$ cat config.mk
export PLATFORM = sky130hd
export DESIGN_NAME = team_06_wb_sample_dma
export DESIGN_NICKNAME = d
export VERILOG_FILES = /design/src/rtl/team_06_wb_sample_dma.sv
export SDC_FILE = /design/constraint.sdc
export NUM_CORES = 1
export LEC_CHECK = 0
export ABC_AREA = 1
export CORE_UTILIZATION = 45
export DETAILED_ROUTE_END_ITERATION = 10
export GPL_TIMING_DRIVEN = 0
export PLACE_DENSITY = 0.78
export SYNTH_ARGS = -nofsm -noshare
export SYNTH_HDL_FRONTEND = slang
export SYNTH_SLANG_ARGS = --single-unit
$ cat constraint.sdc
create_clock -name hwclk -period 2.4 [get_ports hwclk]
set_input_delay 0.24 -clock hwclk [delete_from_list [all_inputs] [get_ports hwclk]]
set_output_delay 0.24 -clock hwclk [all_outputs]
set_load 0.01 [all_outputs]
$ cat src/rtl/team_06_wb_sample_dma.sv
// Multi-channel sample writer: per-channel holding registers, round-robin into a shared FIFO,
// drained as Wishbone single writes into per-channel circular buffers. Optional macro: TEAM06_DMA_TIMEOUT_EN.
module team_06_wb_sample_dma #(
    parameter int          NUM_CH         = 2,
    parameter int          SAMPLE_W       = 16,
    parameter int          FIFO_DEPTH     = 8,
    parameter logic [31:0] BASE_ADDR      = 32'h3300_0000,
    parameter int          BUF_WORDS      = 256,
    parameter int          TIMEOUT_CYCLES = 255
) (
    input  logic                         hwclk,
    input  logic                         reset,
    input  logic                         en,
    input  logic [NUM_CH-1:0]            sample_strb,
    input  logic [NUM_CH*SAMPLE_W-1:0]   sample_data,
    input  logic                         clr_status,
    output logic [31:0]                  ADR_O,
    output logic [31:0]                  DAT_O,
    output logic [3:0]                   SEL_O,
    output logic                         WE_O,
    output logic                         STB_O,
    output logic                         CYC_O,
    input  logic [31:0]                  DAT_I,
    input  logic                         ACK_I,
    output logic [NUM_CH-1:0]            ovf,
    output logic [NUM_CH-1:0]            wrap,
    output logic                         busy,
    output logic                         err
);
    localparam int CH_W  = (NUM_CH > 1) ? $clog2(NUM_CH) : 1;
    localparam int IDX_W = $clog2(BUF_WORDS);
    localparam int PTR_W = $clog2(FIFO_DEPTH);
    localparam int ENT_W = CH_W + SAMPLE_W;

    typedef enum logic {ST_IDLE, ST_REQ} state_t;

    state_t                r_state, w_state_next;
    logic [NUM_CH-1:0]     r_hold_vld;
    logic [SAMPLE_W-1:0]   r_hold_data [NUM_CH];
    logic [CH_W-1:0]       r_rr_ptr;
    logic [ENT_W-1:0]      r_fifo_mem [FIFO_DEPTH];
    logic [PTR_W-1:0]      r_wr_ptr, r_rd_ptr;
    logic [PTR_W:0]        r_count;
    logic [IDX_W-1:0]      r_wr_idx [NUM_CH];
    logic [CH_W-1:0]       r_cur_ch;
    logic [31:0]           r_adr, r_dat;
    logic [NUM_CH-1:0]     r_ovf, r_wrap;

    logic                  w_push, w_pop, w_ack_done, w_fifo_full, w_to_hit;
    logic [CH_W-1:0]       w_grant;
    logic [CH_W:0]         w_cand;
    logic [NUM_CH-1:0]     w_pushed, w_load, w_ovf_set, w_wr_hit, w_wrap_set;
    logic [ENT_W-1:0]      w_head;
    logic [CH_W-1:0]       w_head_ch;
    logic                  w_unused;

    assign w_unused    = ^{DAT_I, 32'(TIMEOUT_CYCLES)};
    assign w_fifo_full = (r_count == (PTR_W+1)'(FIFO_DEPTH));
    assign w_head      = r_fifo_mem[r_rd_ptr];
    assign w_head_ch   = w_head[ENT_W-1 -: CH_W];

    // Round-robin search begins at the channel after the last grant.
    always_comb begin
        w_push  = 1'b0;
        w_grant = '0;
        w_cand  = '0;
        for (int i = 0; i < NUM_CH; i++) begin
            w_cand = (CH_W+1)'(r_rr_ptr) + (CH_W+1)'(i);
            if (w_cand >= (CH_W+1)'(NUM_CH))
                w_cand = w_cand - (CH_W+1)'(NUM_CH);
            if (!w_push && !w_fifo_full && r_hold_vld[w_cand[CH_W-1:0]]) begin
                w_push  = 1'b1;
                w_grant = w_cand[CH_W-1:0];
            end
        end
    end

    genvar gi;
    generate
        for (gi = 0; gi < NUM_CH; gi++) begin : g_ch
            assign w_pushed[gi]   = w_push && (w_grant == CH_W'(gi));
            assign w_load[gi]     = en && sample_strb[gi] && (!r_hold_vld[gi] || w_pushed[gi]);
            assign w_ovf_set[gi]  = en && sample_strb[gi] && r_hold_vld[gi] && !w_pushed[gi];
            assign w_wr_hit[gi]   = w_ack_done && (r_cur_ch == CH_W'(gi));
            assign w_wrap_set[gi] = w_wr_hit[gi] && (r_wr_idx[gi] == '1);
        end
    endgenerate

`ifdef TEAM06_DMA_TIMEOUT_EN
    localparam int TO_W = $clog2(TIMEOUT_CYCLES + 1);
    logic [TO_W-1:0] r_to_cnt;
    logic            r_err;

    assign w_to_hit = (r_to_cnt == TO_W'(TIMEOUT_CYCLES - 1));

    always_ff @(posedge hwclk) begin
        if (reset || r_state != ST_REQ)
            r_to_cnt <= '0;
        else
            r_to_cnt <= r_to_cnt + 1'b1;
    end

    // A timeout in the same cycle as clr_status leaves err set.
    always_ff @(posedge hwclk) begin
        if (reset)
            r_err <= 1'b0;
        else if (r_state == ST_REQ && !ACK_I && w_to_hit)
            r_err <= 1'b1;
        else if (clr_status)
            r_err <= 1'b0;
    end
    assign err = r_err;
`else
    assign w_to_hit = 1'b0;
    assign err      = 1'b0;
`endif

    always_comb begin
        w_state_next = r_state;
        w_pop        = 1'b0;
        w_ack_done   = 1'b0;
        case (r_state)
            ST_IDLE: begin
                if (r_count != '0) begin
                    w_pop        = 1'b1;
                    w_state_next = ST_REQ;
                end
            end
            ST_REQ: begin
                if (ACK_I) begin
                    w_ack_done   = 1'b1;
                    w_state_next = ST_IDLE;
                end else if (w_to_hit) begin
                    w_state_next = ST_IDLE;
                end
            end
            default: w_state_next = ST_IDLE;
        endcase
    end

    always_ff @(posedge hwclk) begin
        if (reset) begin
            r_state    <= ST_IDLE;
            r_rr_ptr   <= '0;
            r_hold_vld <= '0;
            r_wr_ptr   <= '0;
            r_rd_ptr   <= '0;
            r_count    <= '0;
            r_cur_ch   <= '0;
            r_adr      <= '0;
            r_dat      <= '0;
            r_ovf      <= '0;
            r_wrap     <= '0;
            for (int c = 0; c < NUM_CH; c++) begin
                r_hold_data[c] <= '0;
                r_wr_idx[c]    <= '0;
            end
        end else begin
            r_state <= w_state_next;
            r_wrap  <= w_wrap_set;
            r_ovf   <= (clr_status ? '0 : r_ovf) | w_ovf_set;
            r_count <= r_count + (PTR_W+1)'(w_push) - (PTR_W+1)'(w_pop);
            if (w_push) begin
                r_wr_ptr <= r_wr_ptr + 1'b1;
                r_rr_ptr <= (w_grant == CH_W'(NUM_CH - 1)) ? '0 : w_grant + 1'b1;
            end
            if (w_pop) begin
                r_rd_ptr <= r_rd_ptr + 1'b1;
                r_cur_ch <= w_head_ch;
                r_dat    <= 32'(w_head[SAMPLE_W-1:0]);
                r_adr    <= BASE_ADDR + ((32'(w_head_ch) * 32'(BUF_WORDS)
                                          + 32'(r_wr_idx[w_head_ch])) << 2);
            end
            for (int c = 0; c < NUM_CH; c++) begin
                if (w_load[c]) begin
                    r_hold_vld[c]  <= 1'b1;
                    r_hold_data[c] <= sample_data[c*SAMPLE_W +: SAMPLE_W];
                end else if (w_pushed[c]) begin
                    r_hold_vld[c] <= 1'b0;
                end
                if (w_wr_hit[c])
                    r_wr_idx[c] <= r_wr_idx[c] + 1'b1;
            end
        end
    end

    // FIFO storage has no reset; the pointers alone define its contents.
    always_ff @(posedge hwclk) begin
        if (w_push)
            r_fifo_mem[r_wr_ptr] <= {w_grant, r_hold_data[w_grant]};
    end

    assign ADR_O = r_adr;
    assign DAT_O = r_dat;
    assign SEL_O = 4'hF;
    assign STB_O = (r_state == ST_REQ);
    assign CYC_O = (r_state == ST_REQ);
    assign WE_O  = (r_state == ST_REQ);
    assign ovf   = r_ovf;
    assign wrap  = r_wrap;
    assign busy  = (|r_hold_vld) || (r_count != '0) || (r_state != ST_IDLE);
endmodule

==> qor.yml <==
timing:
  finalSetupViolations: 0
  finalMaxSlewViolations: 0
  final_clock_period_utilization_by_the_worst_path_pct: 96.9
  clock.fmax_ghz: 0.430
  slew-limit-headroom_pct: 32.9
  rsz0062_at_grt: "yes"
  final.setup_skew_ns: 0.0186
  worst_pin_slew_ns: 1.01
  number_of_failing_hold_endpoints_at_the_final_stage: 0
  hold-worst-slack_ns: 0.351
  min_period_ns: 2.33
setup_path:
  timing.critical_path.to_type: "flip-flop"
  r2r.worst_path.cells: 13
  worst_stage_delay_on_the_critical_path_ns: 0.52
  worstSetupPathDepth: 13
  crit_arrival_ns: 2.76
  critical_path.max_fanout: 10
  cpLargestDelayFamily: "adder cells"
  timing.critical_path.mode_cell: "sky130_fd_sc_hd__ha_1"
  data_required_time_at_the_worst_endpoint_ns: 2.83
  worstSetupPathType: "reg2reg"
  number_of_buffers_and_inverters_on_the_critical_path: 6
  cell_chain_of_the_critical_path: "inv_2, ha_1, nand3_2, nand2_2, inv_2, buf_6, buf_8, ha_1, inv_1, ha_1, fa_2, inv_1, nor2_1"
  critPathSlowestCell: "sky130_fd_sc_hd__fa_2"
  worstSetupStartpointType: "flip-flop"
synthesis:
  postSynthCellCount: 905
  synthesized_area_divided_by_synthesized_cell_count_um2: 11.0
  synth_enable_flop_cells: 184
  flip_flop_and_latch_count_after_synthesis: 231
  synth_cell_area_um2: 9980
  synth_top_area_share_pct: 55.4
  synth-seq-area-share_pct: 64.8
  ys_types: 36
  synth_top_flop_cell: "sky130_fd_sc_hd__edfxtp_1"
  ys_async_sr_fraction_pct: 0
  ys_warn_count: 0
  synth_area_leaders: "sky130_fd_sc_hd__edfxtp_1, sky130_fd_sc_hd__dfxtp_1, sky130_fd_sc_hd__nand2_1"
  post-synth-top-area-cell: "sky130_fd_sc_hd__edfxtp_1"
global_routing:
  grt_pass1_wl_um: 34100
  first_global_vias: 6433
  grt_remaining_overflow: 0
  initial_antenna_violation_count: 0
  grt_max_degree: 18
  track_usage_pct: 19.5
final_layout:
  area_delta_synth_final_pct: 20.9
  nets: 1129
  mostFrequentLayoutCell: "sky130_fd_sc_hd__edfxtp_1"
  final_cell_area_um2: 12100
  final_layout_size_suffix_gt1_share_pct: 14.7
  num_antenna_cells: 0
  layout_common_cells: "sky130_fd_sc_hd__edfxtp_1, sky130_fd_sc_hd__nand2_1, sky130_fd_sc_hd__nor2_1"
detailed_routing:
  wirelength_um: 22000
  remaining_drc_errors: 0
  antenna_violating_nets_post_route: 0
  vias_per_cell: 5.16
  vias: 6931
  dr.first_iter.drc_count: 571
  route.detailed.wl_per_inst_um: 16.4
  detailedRoute.firstPassIterationCount: 6
die:
  std_cell_rows: 54
  die_h_um: 151
  boundaryPins: 148
  initial_utilization_pct: 45.9
  dieWidth_um: 151
  floorplan.die_area_um2: 22800
  design.core.area_um2: 21800
clock_tree:
  post_cts.repair.setup_buffers: 0
  cts_max_level: 1
  cts_hold_buffers: 0
  clockRootBuffer: "sky130_fd_sc_hd__clkbuf_16"
  clk_path_buf_depth: 3
  cts_made_buffers: 22
  clock_slew_at_the_register_clock_pins_of_the_worst_setup_and_hold_paths_ns: 0.06
  clkLatencyLatePin_ns: 0.51
  cts_num_sinks: 231
  cts_tree: "built"
place:
  area_of_placed_instances_um2: 11300
  io_buffers: 75
  place_congestion: 0.820
  hpwlAfterDp_um: 15200
run:
  cap_viol_max_count: 0
worst_hold_path:
  hp-class: "in2reg"
  hold_path_depth: 3
pwr:
  leakage_nw: 4.69
  p_total_w: 0.0128
  power_density_nw_per_um2: 1060
  vdd.ir_drop.worst_uv: 653
outcome:
  run_status: "completed"
## what timing repair did
item                       in CTS  in global routing
pin swaps                       0                  2
gates resized for setup         9                  5
setup endpoints to repair      36                 52
## state kept, by name, summed over array words and instances (netlist names), 3 cells and up, named ones only
name	flops
r_rd_ptr	3
r_hold_data	32
ADR_O	10
r_fifo_mem	136
r_count	4
r_wr_idx	16
r_wr_ptr	3
DAT_O	16
## tightest hold or removal path: cells and delay by family
family	cells	cell delay (ns)
compound gates	1	0.06
buf+inv	1	0.40
simple gates	1	0.10
## kinds of logic after synthesis
logic type	after synthesis	share of synthesized area [%]
AO/OA/AOI/OAI	210	12.7
flip-flops	231	64.8
XOR/XNOR	2	0.176
AND/OR/NAND/NOR	287	12.0
buffers and inverters	162	8.77
adder cells (fa/ha/maj)	11	1.45
other	2	0.0753
## cell usage after synthesis (13+ instances only)
library cell and number:
sky130_fd_sc_hd__edfxtp_1 184, sky130_fd_sc_hd__nand2_1 127, sky130_fd_sc_hd__nor2_1 110, sky130_fd_sc_hd__o21ai_0 90, sky130_fd_sc_hd__inv_1 66, sky130_fd_sc_hd__a21oi_1 53
sky130_fd_sc_hd__buf_4 49, sky130_fd_sc_hd__dfxtp_1 47, sky130_fd_sc_hd__o211ai_1 33, sky130_fd_sc_hd__nand3_1 28, sky130_fd_sc_hd__clkbuf_1 18, sky130_fd_sc_hd__a21boi_1 17
sky130_fd_sc_hd__buf_2 15, sky130_fd_sc_hd__a21boi_2 13
## power breakdown
group / internal (W) / switching [W] / leakage, nW
clock network: 0.00193 / 0.00144 / 0.351
registers: 0.00491 / 0.000254 / 2.14
logic: 0.00165 / 0.00259 / 2.20
## through the flow
step                setup slack [ns]  setup TNS, ns  instances  utilization (%)
floorplan                      0.169              0        943                -
global placement              -0.419         -44.22       1298             51.6
detailed placement            -0.329         -12.38       1303             52.0
CTS                           0.0103              0       1343             55.4
global route                 -0.0374         -0.552       1343             55.4
finish                        0.0749              0       1343             55.4
## path summary, 6_finish.rpt
check / startpoint / to / slack (ns)
worst max-delay path: r_count[2] / r_count[1] / 0.07
worst min-delay path: sample_strb[1] / r_hold_vld[1] / 0.35
worst max register to register: r_count[2] / r_count[1] / 0.07
worst min register to register: ovf[0] / ovf[0] / 0.47
## metal layers
layer | up-vias | share of wire [%] | track usage [%]
li1 | 3308 | - | -
met1 | 3261 | 41 | 25.7
met2 | 322 | 49 | 32.5
met3 | 40 | 7.8 | 3.49
met4 | 0 | 2.7 | 6.65
met5 | - | 0 | 0
## area by class of cell
| class | instances | area [um^2] |
|---|---|---|
| flip-flops and latches | 231 | 6470 |
| inverters | 71 | 269 |
| plain buffers | 91 | 622 |
| repair buffers | 80 | 826 |
| multi-input cells | 550 | 2820 |
| well taps | 280 | 350 |
| clock buffers | 32 | 628 |
| clock inverters | 8 | 76.3 |
| fillers | 1780 | 9700 |
No activity file was read; power rests on OpenSTA's default activity.
